<file path="config.mk">
export PLATFORM = sky130hd
export DESIGN_NAME = unidade_controle_multiciclo_flat
export DESIGN_NICKNAME = d
export VERILOG_FILES = /design/src/rtl/unidade_controle_multiciclo_pkg.sv /design/src/rtl/unidade_controle_multiciclo_if.sv /design/src/rtl/unidade_controle_multiciclo_decodificador.sv /design/src/rtl/unidade_controle_multiciclo.sv /design/src/flat_wrapper.sv
export SDC_FILE = /design/constraint.sdc
export NUM_CORES = 1
export LEC_CHECK = 0
export CAP_MARGIN = 10
export CELL_PAD_IN_SITES_DETAIL_PLACEMENT = 0
export CELL_PAD_IN_SITES_GLOBAL_PLACEMENT = 1
export CORE_AREA = 2 2 81 83
export CTS_BUF_LIST = sky130_fd_sc_hd__clkbuf_4
export DETAILED_ROUTE_END_ITERATION = 7
export DIE_AREA = 0 0 83 85
export PLACE_DENSITY_LB_ADDON = 0.1
export SYNTH_ARGS = -nofsm -noshare
export SYNTH_HDL_FRONTEND = slang
export SYNTH_SLANG_ARGS = --single-unit
</file>
<file path="constraint.sdc">
create_clock -name clock -period 3.5 [get_ports clock]
set_input_delay 0.35 -clock clock [delete_from_list [all_inputs] [get_ports clock]]
set_output_delay 0.35 -clock clock [all_outputs]
set_load 0.01 [all_outputs]
</file>
<file path="src/rtl/unidade_controle_multiciclo_pkg.sv">
// Shared types and codes for the multicycle control unit:
// FSM states, opcodes, extensor/ULA/mux codes and the output bundle.
package unidade_controle_pkg;

    typedef enum logic [2:0] {
        E_BUSCA,
        E_DECODIFICA,
        E_EXECUTA,
        E_MEMORIA,
        E_ESCRITA,
        E_HALT,
        E_ERRO
    } estado_t;

    typedef enum logic [3:0] {
        C_NOP,
        C_ALU,
        C_LD,
        C_ST,
        C_BEQZ,
        C_JMP,
        C_JAL,
        C_HALT,
        C_INV
    } classe_t;

    localparam logic [3:0] OP_NOP  = 4'h0;
    localparam logic [3:0] OP_ADD  = 4'h1;
    localparam logic [3:0] OP_SUB  = 4'h2;
    localparam logic [3:0] OP_AND  = 4'h3;
    localparam logic [3:0] OP_OR   = 4'h4;
    localparam logic [3:0] OP_ADDI = 4'h5;
    localparam logic [3:0] OP_LUI  = 4'h6;
    localparam logic [3:0] OP_LD   = 4'h7;
    localparam logic [3:0] OP_ST   = 4'h8;
    localparam logic [3:0] OP_BEQZ = 4'h9;
    localparam logic [3:0] OP_JMP  = 4'hA;
    localparam logic [3:0] OP_JAL  = 4'hB;
    localparam logic [3:0] OP_HALT = 4'hF;

    localparam logic [2:0] EXT_ZERO6   = 3'd0;
    localparam logic [2:0] EXT_SINAL6  = 3'd1;
    localparam logic [2:0] EXT_SINAL9  = 3'd2;
    localparam logic [2:0] EXT_SINAL12 = 3'd3;
    localparam logic [2:0] EXT_ALTO8   = 3'd4;

    localparam logic [2:0] ULA_ADD    = 3'd0;
    localparam logic [2:0] ULA_SUB    = 3'd1;
    localparam logic [2:0] ULA_AND    = 3'd2;
    localparam logic [2:0] ULA_OR     = 3'd3;
    localparam logic [2:0] ULA_PASSA_B = 3'd4;

    localparam logic [1:0] MUX_ULA = 2'b00;
    localparam logic [1:0] MUX_MD  = 2'b01;
    localparam logic [1:0] MUX_PC  = 2'b10;

    localparam logic [1:0] PC_MAIS1  = 2'b00;
    localparam logic [1:0] PC_DESVIO = 2'b01;
    localparam logic [1:0] PC_MANTEM = 2'b10;

    typedef struct packed {
        logic        mem_req;
        logic        mem_we;
        logic        mem_sel_dado;
        logic        ir_load;
        logic        pc_load;
        logic [1:0]  pc_sel;
        logic        br_hab_escrita;
        logic [2:0]  br_sel_e_sa;
        logic [2:0]  br_sel_sb;
        logic [2:0]  ex_controle;
        logic [11:0] ex_constante;
        logic [1:0]  mux_controle;
        logic [2:0]  ula_op;
        logic        halt;
        logic        erro;
    } saidas_t;

endpackage

</file>
<file path="src/rtl/unidade_controle_multiciclo_if.sv">
// Control-unit <-> datapath/memory bundle.
// master = control unit, slave = datapath side.
interface unidade_controle_multiciclo_if;

    logic [15:0] mem_rdata;
    logic        mem_ack;
    logic        ula_zero;
    logic        mem_req;
    logic        mem_we;
    logic        mem_sel_dado;
    logic        ir_load;
    logic        pc_load;
    logic [1:0]  pc_sel;
    logic        br_hab_escrita;
    logic [2:0]  br_sel_e_sa;
    logic [2:0]  br_sel_sb;
    logic [2:0]  ex_controle;
    logic [11:0] ex_constante;
    logic [1:0]  mux_controle;
    logic [2:0]  ula_op;
    logic        halt;
    logic        erro;

    modport master (
        input  mem_rdata, mem_ack, ula_zero,
        output mem_req, mem_we, mem_sel_dado, ir_load, pc_load, pc_sel,
        output br_hab_escrita, br_sel_e_sa, br_sel_sb,
        output ex_controle, ex_constante, mux_controle, ula_op,
        output halt, erro
    );

    modport slave (
        output mem_rdata, mem_ack, ula_zero,
        input  mem_req, mem_we, mem_sel_dado, ir_load, pc_load, pc_sel,
        input  br_hab_escrita, br_sel_e_sa, br_sel_sb,
        input  ex_controle, ex_constante, mux_controle, ula_op,
        input  halt, erro
    );

endinterface

</file>
<file path="src/rtl/unidade_controle_multiciclo_decodificador.sv">
// Combinational opcode decoder: ULA op, extensor mode,
// result-mux select and instruction class.
module decodificador_instrucao
    import unidade_controle_pkg::*;
(
    input  logic [3:0] i_opcode,
    output logic [2:0] o_ula_op,
    output logic [2:0] o_ex_controle,
    output logic [1:0] o_mux_controle,
    output classe_t    o_classe
);

    always_comb begin
        o_ula_op       = ULA_ADD;
        o_ex_controle  = EXT_ZERO6;
        o_mux_controle = MUX_ULA;
        o_classe       = C_INV;
        case (i_opcode)
            OP_NOP:  o_classe = C_NOP;
            OP_ADD:  o_classe = C_ALU;
            OP_SUB: begin
                o_classe = C_ALU;
                o_ula_op = ULA_SUB;
            end
            OP_AND: begin
                o_classe = C_ALU;
                o_ula_op = ULA_AND;
            end
            OP_OR: begin
                o_classe = C_ALU;
                o_ula_op = ULA_OR;
            end
            OP_ADDI: begin
                o_classe      = C_ALU;
                o_ex_controle = EXT_SINAL6;
            end
            OP_LUI: begin
                o_classe      = C_ALU;
                o_ula_op      = ULA_PASSA_B;
                o_ex_controle = EXT_ALTO8;
            end
            OP_LD: begin
                o_classe       = C_LD;
                o_ula_op       = ULA_PASSA_B;
                o_mux_controle = MUX_MD;
            end
            OP_ST:   o_classe = C_ST;
            OP_BEQZ: begin
                o_classe      = C_BEQZ;
                o_ex_controle = EXT_SINAL9;
            end
            OP_JMP: begin
                o_classe      = C_JMP;
                o_ex_controle = EXT_SINAL12;
            end
            OP_JAL: begin
                o_classe       = C_JAL;
                o_ex_controle  = EXT_SINAL12;
                o_mux_controle = MUX_PC;
            end
            OP_HALT: o_classe = C_HALT;
            default: o_classe = C_INV;
        endcase
    end

endmodule

</file>
<file path="src/rtl/unidade_controle_multiciclo.sv">
// Multicycle control FSM: fetch, decode, execute, memory, write-back.
// Every output is registered from the state being entered (Moore).
module unidade_controle_multiciclo
    import unidade_controle_pkg::*;
#(
    parameter int         MEM_TIMEOUT = 15,
    parameter logic [2:0] REG_LINK    = 3'd7
) (
    input logic clock,
    input logic reset_n,
    unidade_controle_multiciclo_if.master ctl
);

    localparam int CW = $clog2(MEM_TIMEOUT + 1);
    localparam logic [CW-1:0] LIMITE = CW'(MEM_TIMEOUT - 1);

    estado_t       r_estado, w_prox;
    logic [15:0]   r_ir, w_ir_prox;
    logic [CW-1:0] r_cnt, w_cnt_prox;
    saidas_t       r_saida, w_saida;
    logic          w_ack;
    classe_t       w_classe;
    logic [2:0]    w_ula_op, w_ex;
    logic [1:0]    w_mux;

    // ack only counts while our own request is on the bus
    assign w_ack     = ctl.mem_ack & r_saida.mem_req;
    assign w_ir_prox = (r_estado == E_BUSCA && w_ack) ? ctl.mem_rdata : r_ir;

    decodificador_instrucao u_dec (
        .i_opcode       (w_ir_prox[15:12]),
        .o_ula_op       (w_ula_op),
        .o_ex_controle  (w_ex),
        .o_mux_controle (w_mux),
        .o_classe       (w_classe)
    );

    always_ff @(posedge clock or negedge reset_n) begin
        if (!reset_n) begin
            r_estado <= E_BUSCA;
            r_ir     <= '0;
            r_cnt    <= '0;
            r_saida  <= '0;
        end else begin
            r_estado <= w_prox;
            r_ir     <= w_ir_prox;
            r_cnt    <= w_cnt_prox;
            r_saida  <= w_saida;
        end
    end

    always_comb begin
        w_prox     = r_estado;
        w_cnt_prox = '0;
        w_saida    = '0;
        unique case (r_estado)
            E_BUSCA, E_MEMORIA: begin
                if (w_ack) begin
                    if (r_estado == E_BUSCA)
                        w_prox = E_DECODIFICA;
                    else if (w_classe == C_LD)
                        w_prox = E_ESCRITA;
                    else
                        w_prox = E_BUSCA;
                end else if (r_saida.mem_req) begin
                    if (r_cnt == LIMITE)
                        w_prox = E_ERRO;
                    else
                        w_cnt_prox = r_cnt + CW'(1);
                end
            end
            E_DECODIFICA: begin
                if (w_classe == C_HALT)
                    w_prox = E_HALT;
                else if (w_classe == C_INV)
                    w_prox = E_ERRO;
                else
                    w_prox = E_EXECUTA;
            end
            E_EXECUTA: begin
                if (w_classe == C_ALU || w_classe == C_JAL)
                    w_prox = E_ESCRITA;
                else if (w_classe == C_LD || w_classe == C_ST)
                    w_prox = E_MEMORIA;
                else
                    w_prox = E_BUSCA;
            end
            E_ESCRITA: w_prox = E_BUSCA;
            default:   w_prox = r_estado;
        endcase

        if (w_prox inside {E_DECODIFICA, E_EXECUTA, E_MEMORIA, E_ESCRITA}) begin
            w_saida.br_sel_e_sa  = w_ir_prox[11:9];
            w_saida.br_sel_sb    = w_ir_prox[8:6];
            w_saida.ex_controle  = w_ex;
            w_saida.ex_constante = w_ir_prox[11:0];
        end
        if (w_prox inside {E_EXECUTA, E_MEMORIA, E_ESCRITA})
            w_saida.ula_op = w_ula_op;

        unique case (w_prox)
            E_BUSCA: begin
                w_saida.mem_req = 1'b1;
                // PC strobe for branches, NOP and ST rides on the first fetch cycle
                if (r_estado == E_EXECUTA || r_estado == E_MEMORIA) begin
                    w_saida.pc_load = 1'b1;
                    if (w_classe == C_JMP || (w_classe == C_BEQZ && ctl.ula_zero))
                        w_saida.pc_sel = PC_DESVIO;
                end
            end
            E_DECODIFICA: w_saida.ir_load = 1'b1;
            E_MEMORIA: begin
                w_saida.mem_req      = 1'b1;
                w_saida.mem_sel_dado = 1'b1;
                w_saida.mem_we       = (w_classe == C_ST);
            end
            E_ESCRITA: begin
                w_saida.br_hab_escrita = 1'b1;
                w_saida.pc_load        = 1'b1;
                w_saida.pc_sel         = PC_MAIS1;
                w_saida.mux_controle   = w_mux;
                if (w_classe == C_JAL)
                    w_saida.br_sel_e_sa = REG_LINK;
            end
            E_HALT:  w_saida.halt = 1'b1;
            E_ERRO:  w_saida.erro = 1'b1;
            default: ;
        endcase
    end

    assign ctl.mem_req        = r_saida.mem_req;
    assign ctl.mem_we         = r_saida.mem_we;
    assign ctl.mem_sel_dado   = r_saida.mem_sel_dado;
    assign ctl.ir_load        = r_saida.ir_load;
    assign ctl.pc_load        = r_saida.pc_load;
    assign ctl.pc_sel         = r_saida.pc_sel;
    assign ctl.br_hab_escrita = r_saida.br_hab_escrita;
    assign ctl.br_sel_e_sa    = r_saida.br_sel_e_sa;
    assign ctl.br_sel_sb      = r_saida.br_sel_sb;
    assign ctl.ex_controle    = r_saida.ex_controle;
    assign ctl.ex_constante   = r_saida.ex_constante;
    assign ctl.mux_controle   = r_saida.mux_controle;
    assign ctl.ula_op         = r_saida.ula_op;
    assign ctl.halt           = r_saida.halt;
    assign ctl.erro           = r_saida.erro;

endmodule

</file>
<file path="src/flat_wrapper.sv">
// flat-port wrapper written by rule: the top's interface ports become plain ports
module unidade_controle_multiciclo_flat import unidade_controle_pkg::*;
#(
    parameter int         MEM_TIMEOUT = 15,
    parameter logic [2:0] REG_LINK    = 3'd7
)
  (clock, reset_n, ctl_mem_rdata, ctl_mem_ack, ctl_ula_zero, ctl_mem_req, ctl_mem_we, ctl_mem_sel_dado, ctl_ir_load, ctl_pc_load, ctl_pc_sel, ctl_br_hab_escrita, ctl_br_sel_e_sa, ctl_br_sel_sb, ctl_ex_controle, ctl_ex_constante, ctl_mux_controle, ctl_ula_op, ctl_halt, ctl_erro);
  unidade_controle_multiciclo_if ctl_i ();
  input logic clock;
  input logic reset_n;
  input wire logic [$bits(ctl_i.mem_rdata)-1:0] ctl_mem_rdata;
  input wire logic [$bits(ctl_i.mem_ack)-1:0] ctl_mem_ack;
  input wire logic [$bits(ctl_i.ula_zero)-1:0] ctl_ula_zero;
  output wire logic [$bits(ctl_i.mem_req)-1:0] ctl_mem_req;
  output wire logic [$bits(ctl_i.mem_we)-1:0] ctl_mem_we;
  output wire logic [$bits(ctl_i.mem_sel_dado)-1:0] ctl_mem_sel_dado;
  output wire logic [$bits(ctl_i.ir_load)-1:0] ctl_ir_load;
  output wire logic [$bits(ctl_i.pc_load)-1:0] ctl_pc_load;
  output wire logic [$bits(ctl_i.pc_sel)-1:0] ctl_pc_sel;
  output wire logic [$bits(ctl_i.br_hab_escrita)-1:0] ctl_br_hab_escrita;
  output wire logic [$bits(ctl_i.br_sel_e_sa)-1:0] ctl_br_sel_e_sa;
  output wire logic [$bits(ctl_i.br_sel_sb)-1:0] ctl_br_sel_sb;
  output wire logic [$bits(ctl_i.ex_controle)-1:0] ctl_ex_controle;
  output wire logic [$bits(ctl_i.ex_constante)-1:0] ctl_ex_constante;
  output wire logic [$bits(ctl_i.mux_controle)-1:0] ctl_mux_controle;
  output wire logic [$bits(ctl_i.ula_op)-1:0] ctl_ula_op;
  output wire logic [$bits(ctl_i.halt)-1:0] ctl_halt;
  output wire logic [$bits(ctl_i.erro)-1:0] ctl_erro;
  assign ctl_i.mem_rdata = ctl_mem_rdata;
  assign ctl_i.mem_ack = ctl_mem_ack;
  assign ctl_i.ula_zero = ctl_ula_zero;
  assign ctl_mem_req = ctl_i.mem_req;
  assign ctl_mem_we = ctl_i.mem_we;
  assign ctl_mem_sel_dado = ctl_i.mem_sel_dado;
  assign ctl_ir_load = ctl_i.ir_load;
  assign ctl_pc_load = ctl_i.pc_load;
  assign ctl_pc_sel = ctl_i.pc_sel;
  assign ctl_br_hab_escrita = ctl_i.br_hab_escrita;
  assign ctl_br_sel_e_sa = ctl_i.br_sel_e_sa;
  assign ctl_br_sel_sb = ctl_i.br_sel_sb;
  assign ctl_ex_controle = ctl_i.ex_controle;
  assign ctl_ex_constante = ctl_i.ex_constante;
  assign ctl_mux_controle = ctl_i.mux_controle;
  assign ctl_ula_op = ctl_i.ula_op;
  assign ctl_halt = ctl_i.halt;
  assign ctl_erro = ctl_i.erro;
  unidade_controle_multiciclo #(.MEM_TIMEOUT(MEM_TIMEOUT), .REG_LINK(REG_LINK)) u_core (.clock(clock), .reset_n(reset_n), .ctl(ctl_i));
endmodule
</file>
==> run metrics <==
max incr delay on CP=0.56 ns; WP depth=8; Iteration-0 DRC Markers=123; PnR worst setup slack=0.8858 ns; Fillers=599; initial antenna violation count=0; Yosys cell types=62; r2r setup slk=0.89 ns; H-tree Lvls=2; Setup crit end kind=register; fin cells=381; Most common cell on crit path=buf_4; Post-Route WL=5864 um; cell taking the most area after synthesis=dfrtp_1; Tot Pwr=1.043 mW; Worst Setup Start Kind=register; worst path cell trace=nor2_1 -> nand3_4 -> buf_4 -> mux2i_2 -> a21o_4 -> a211oi_4 -> buf_4 -> a21oi_2; Die W=83 um; Tightest Pin Transition=0.8156 ns; Synth area leaders=dfrtp_1 (52%), nand2_1 (6.9%), a21oi_2 (3.3%); Gate Count Post-Synth=258; post-CTS resize count=0; TritonCTS Buffers=5; unrepaired setup endpoints after global routing=false; Clock Tree Buf Depth=2; top-area cell type share of the netlist area=0.5164; Core Footprint=6205 um^2; worst skew pair latency=0.38 ns; Seq/Total Area, Yosys=0.5164; prevailing post-synth register cell=dfrtp_1; TNS Setup=0 ns; critical path endpoint=u_core.ctl.ex_constante[9]; fmax=382.5 MHz; # setup viols final=0; largest net degree at the start of global routing=38; io pins=56; drt wl/cell=15.39 um; Final Cycle Share=0.7469; Ys Warns=0; Static Leak=1.449 nW; Hold Crit Class=input port to asynchronous set/reset pin; pwr/cell area=318.5 nW/um^2; dpl cells=373; clk sinks=55; share of layout cells above drive strength 1=0.1414; # diodes=0; DP Worst Slack=0.7954 ns; syn avg cell area=10.33 um^2; final hold violation count=0; synthesized flop and latch total=55; crit path max fanout=26; Vias=1,960; Worst Setup SP=u_core.r_estado[0]; DRT antenna net count=0; outcome=finished, final reports clean; FFs w/ async S/R, synth=1.000; first-pass GRT wire length=10,090 um; Worst EP required=3.79 ns; TritonCTS clock tree=done; GP Congestion=0.7795; Syn Std Cell Area=2665 um^2; synth-to-layout area growth=22.91%; Max IR drop VDD=0.0001782 V; Die ar.=7055 um^2; GRT Util Overall=0.1785; Worst R2R End=u_core.ctl.ex_constante[9]; Clock Pin Slew Worst Setup and Hold Paths=0.16 ns; Period minus WS final=2.614 ns; vias in the first global route=2,033; number of remaining DRC errors=0; Post-synth EDFFs=0; CTS Root Cell=clkbuf_4; cts hold-fix bufs=0; Max Slew Vio Count=0; Max Cap Viol=0; Worst path slowest cell=dfrtp_1; nets=325; skew final=0.01450 ns; GRT overflow=0; Slew HR=0.4563; first-pass iteration count of the detailed router=4; starting density of the core=0.4295; Arr. time, crit path=2.90 ns; crit path buf inv count=2; dpl hpwl=4132 um; post-CTS setup buffers=0; Crit Reg-Reg Startpoint=u_core.r_estado[0]; number of cell rows=29; syn_nets=280; IO buf count=54; cells on worst reg2reg path=8; Crit Path Class=register to register; cell class contributing the biggest share of worst-path delay=compound AO/OA/AOI/OAI gates; vias per cell=5.144; die height=85 um
[final cells by class]
| cell class | instances | area [um^2] | share of cell area |
|---|---|---|---|
| multi-input combinational | 174 | 1121 | 0.3422 |
| tap | 77 | 96.34 | 0.02941 |
| inverter | 10 | 40.04 | 0.01222 |
| clock buffer | 6 | 45.04 | 0.01375 |
| sequential | 55 | 1376 | 0.4202 |
| timing repair buffer | 57 | 558.0 | 0.1704 |
| clock inverter | 2 | 38.79 | 0.01184 |
[per-layer routing]
| metal | wire [um] | GRT usage |
|---|---|---|
| met3 | 188 | 0.03794 |
| met5 | 0 | 0 |
| met2 | 2860 | 0.2918 |
| met4 | 44 | 0.04471 |
| met1 | 2770 | 0.2451 |
[how the worst min path moves through the flow]
| stage | from | to | slack, ns | cells after the start |
|---|---|---|---|---|
| 6_report | reset_n | u_core.ctl.ex_constante[9] | 0.04 | 1 |
| 5_1_grt | reset_n | u_core.r_cnt[2] | 0.10 | 1 |
| 4_1_cts | reset_n | u_core.ctl.ex_constante[3] | 0.07 | 1 |
| 3_5_place_dp | u_core.r_ir[1] | u_core.r_ir[1] | 0.46 | 2 |
| 3_3_place_gp | u_core.r_ir[1] | u_core.r_ir[1] | 0.45 | 2 |
| 2_1_floorplan | reset_n | u_core.ctl.br_hab_escrita | 0.05 | 0 |
[worst reg2reg max path, delay by kind of cell (launching register included)]
kind,cells,cell delay [ns]
multiplexers,1,0.21
flip-flops,1,0.56
AND/OR/NAND/NOR,2,0.50
AO/OA/AOI/OAI,3,0.73
buffers and inverters,2,0.53
[through the flow]
stage,utilization,instance area [um^2],hold WS (ns)
after floorplan,-,2665,0.05441
after global placement,0.5144,3192,0.4536
after detailed placement,0.5144,3192,0.4591
after CTS,0.5279,3276,0.06989
after global routing,0.5279,3276,0.1003
final,0.5279,3276,0.04253
[power breakdown]
part / total, mW / switching [mW] / internal (mW)
sequential: 0.636 / 0 / 0.636
clock: 0.359 / 0.198 / 0.162
combinational: 0.0483 / 0.0250 / 0.0233
total: 1.04 / 0.223 / 0.821
[kinds of logic (layout without fill, tap and decap cells)]
kind of cell / count (synthesis) / after routing / synth area share
AND/OR/NAND/NOR: 110 / 110 / 0.2164
AO/OA/AOI/OAI: 56 / 56 / 0.1747
flip-flops: 55 / 55 / 0.5164
buffers and inverters: 29 / 75 / 0.06291
XOR/XNOR: 3 / 3 / 0.009861
adder cells (fa/ha/maj): 2 / 2 / 0.009388
multiplexers: 2 / 2 / 0.008919
other: 1 / 1 / 0.001407
[flip-flops by register name, indices dropped and copies added, names as in the netlist, 2 cells and up]
| name | flops |
|---|---|
| u_core.r_cnt | 4 |
| u_core.ctl.mux_controle | 2 |
| u_core.ctl.ula_op | 3 |
| u_core.r_estado | 3 |
| u_core.ctl.br_sel_sb | 2 |
| u_core.ctl.ex_controle | 3 |
| u_core.ctl.br_sel_e_sa | 3 |
| u_core.ctl.ex_constante | 10 |
| u_core.r_ir | 16 |
[synth_stat cells, drive strengths merged, types with 2 or more instances]
cell,n
ha,2
nor4,2
and3,9
nor2,20
nand2,50
and4b,2
a21o,2
nand3,5
dfrtp,55
o21ai,10
mux2i,2
nor3b,2
a22oi,3
a21oi,17
xnor2,2
nor4b,3
inv,10
buf,18
nor2b,4
nor3,7
nand2b,2
o21a,2
a211oi,5
a31oi,3
[cell usage in the layout (no fill, tap or decap), types with 2 or more instances in the layout]
cell,instances
dfrtp_1,55
clkdlybuf4s50_1,53
nand2_1,49
nor2_1,20
o21ai_0,10
a21oi_2,10
inv_1,9
and3_1,8
a21oi_1,7
nor3_1,6
clkbuf_4,6
nand3_1,4
nor2b_1,3
a211oi_1,3
a31oi_1,3
a22oi_1,3
buf_4,3
nor4_1,2
and4b_1,2
nor4b_2,2
nand2b_1,2
xnor2_1,2
ha_1,2
(Power assumes the default switching activity.)
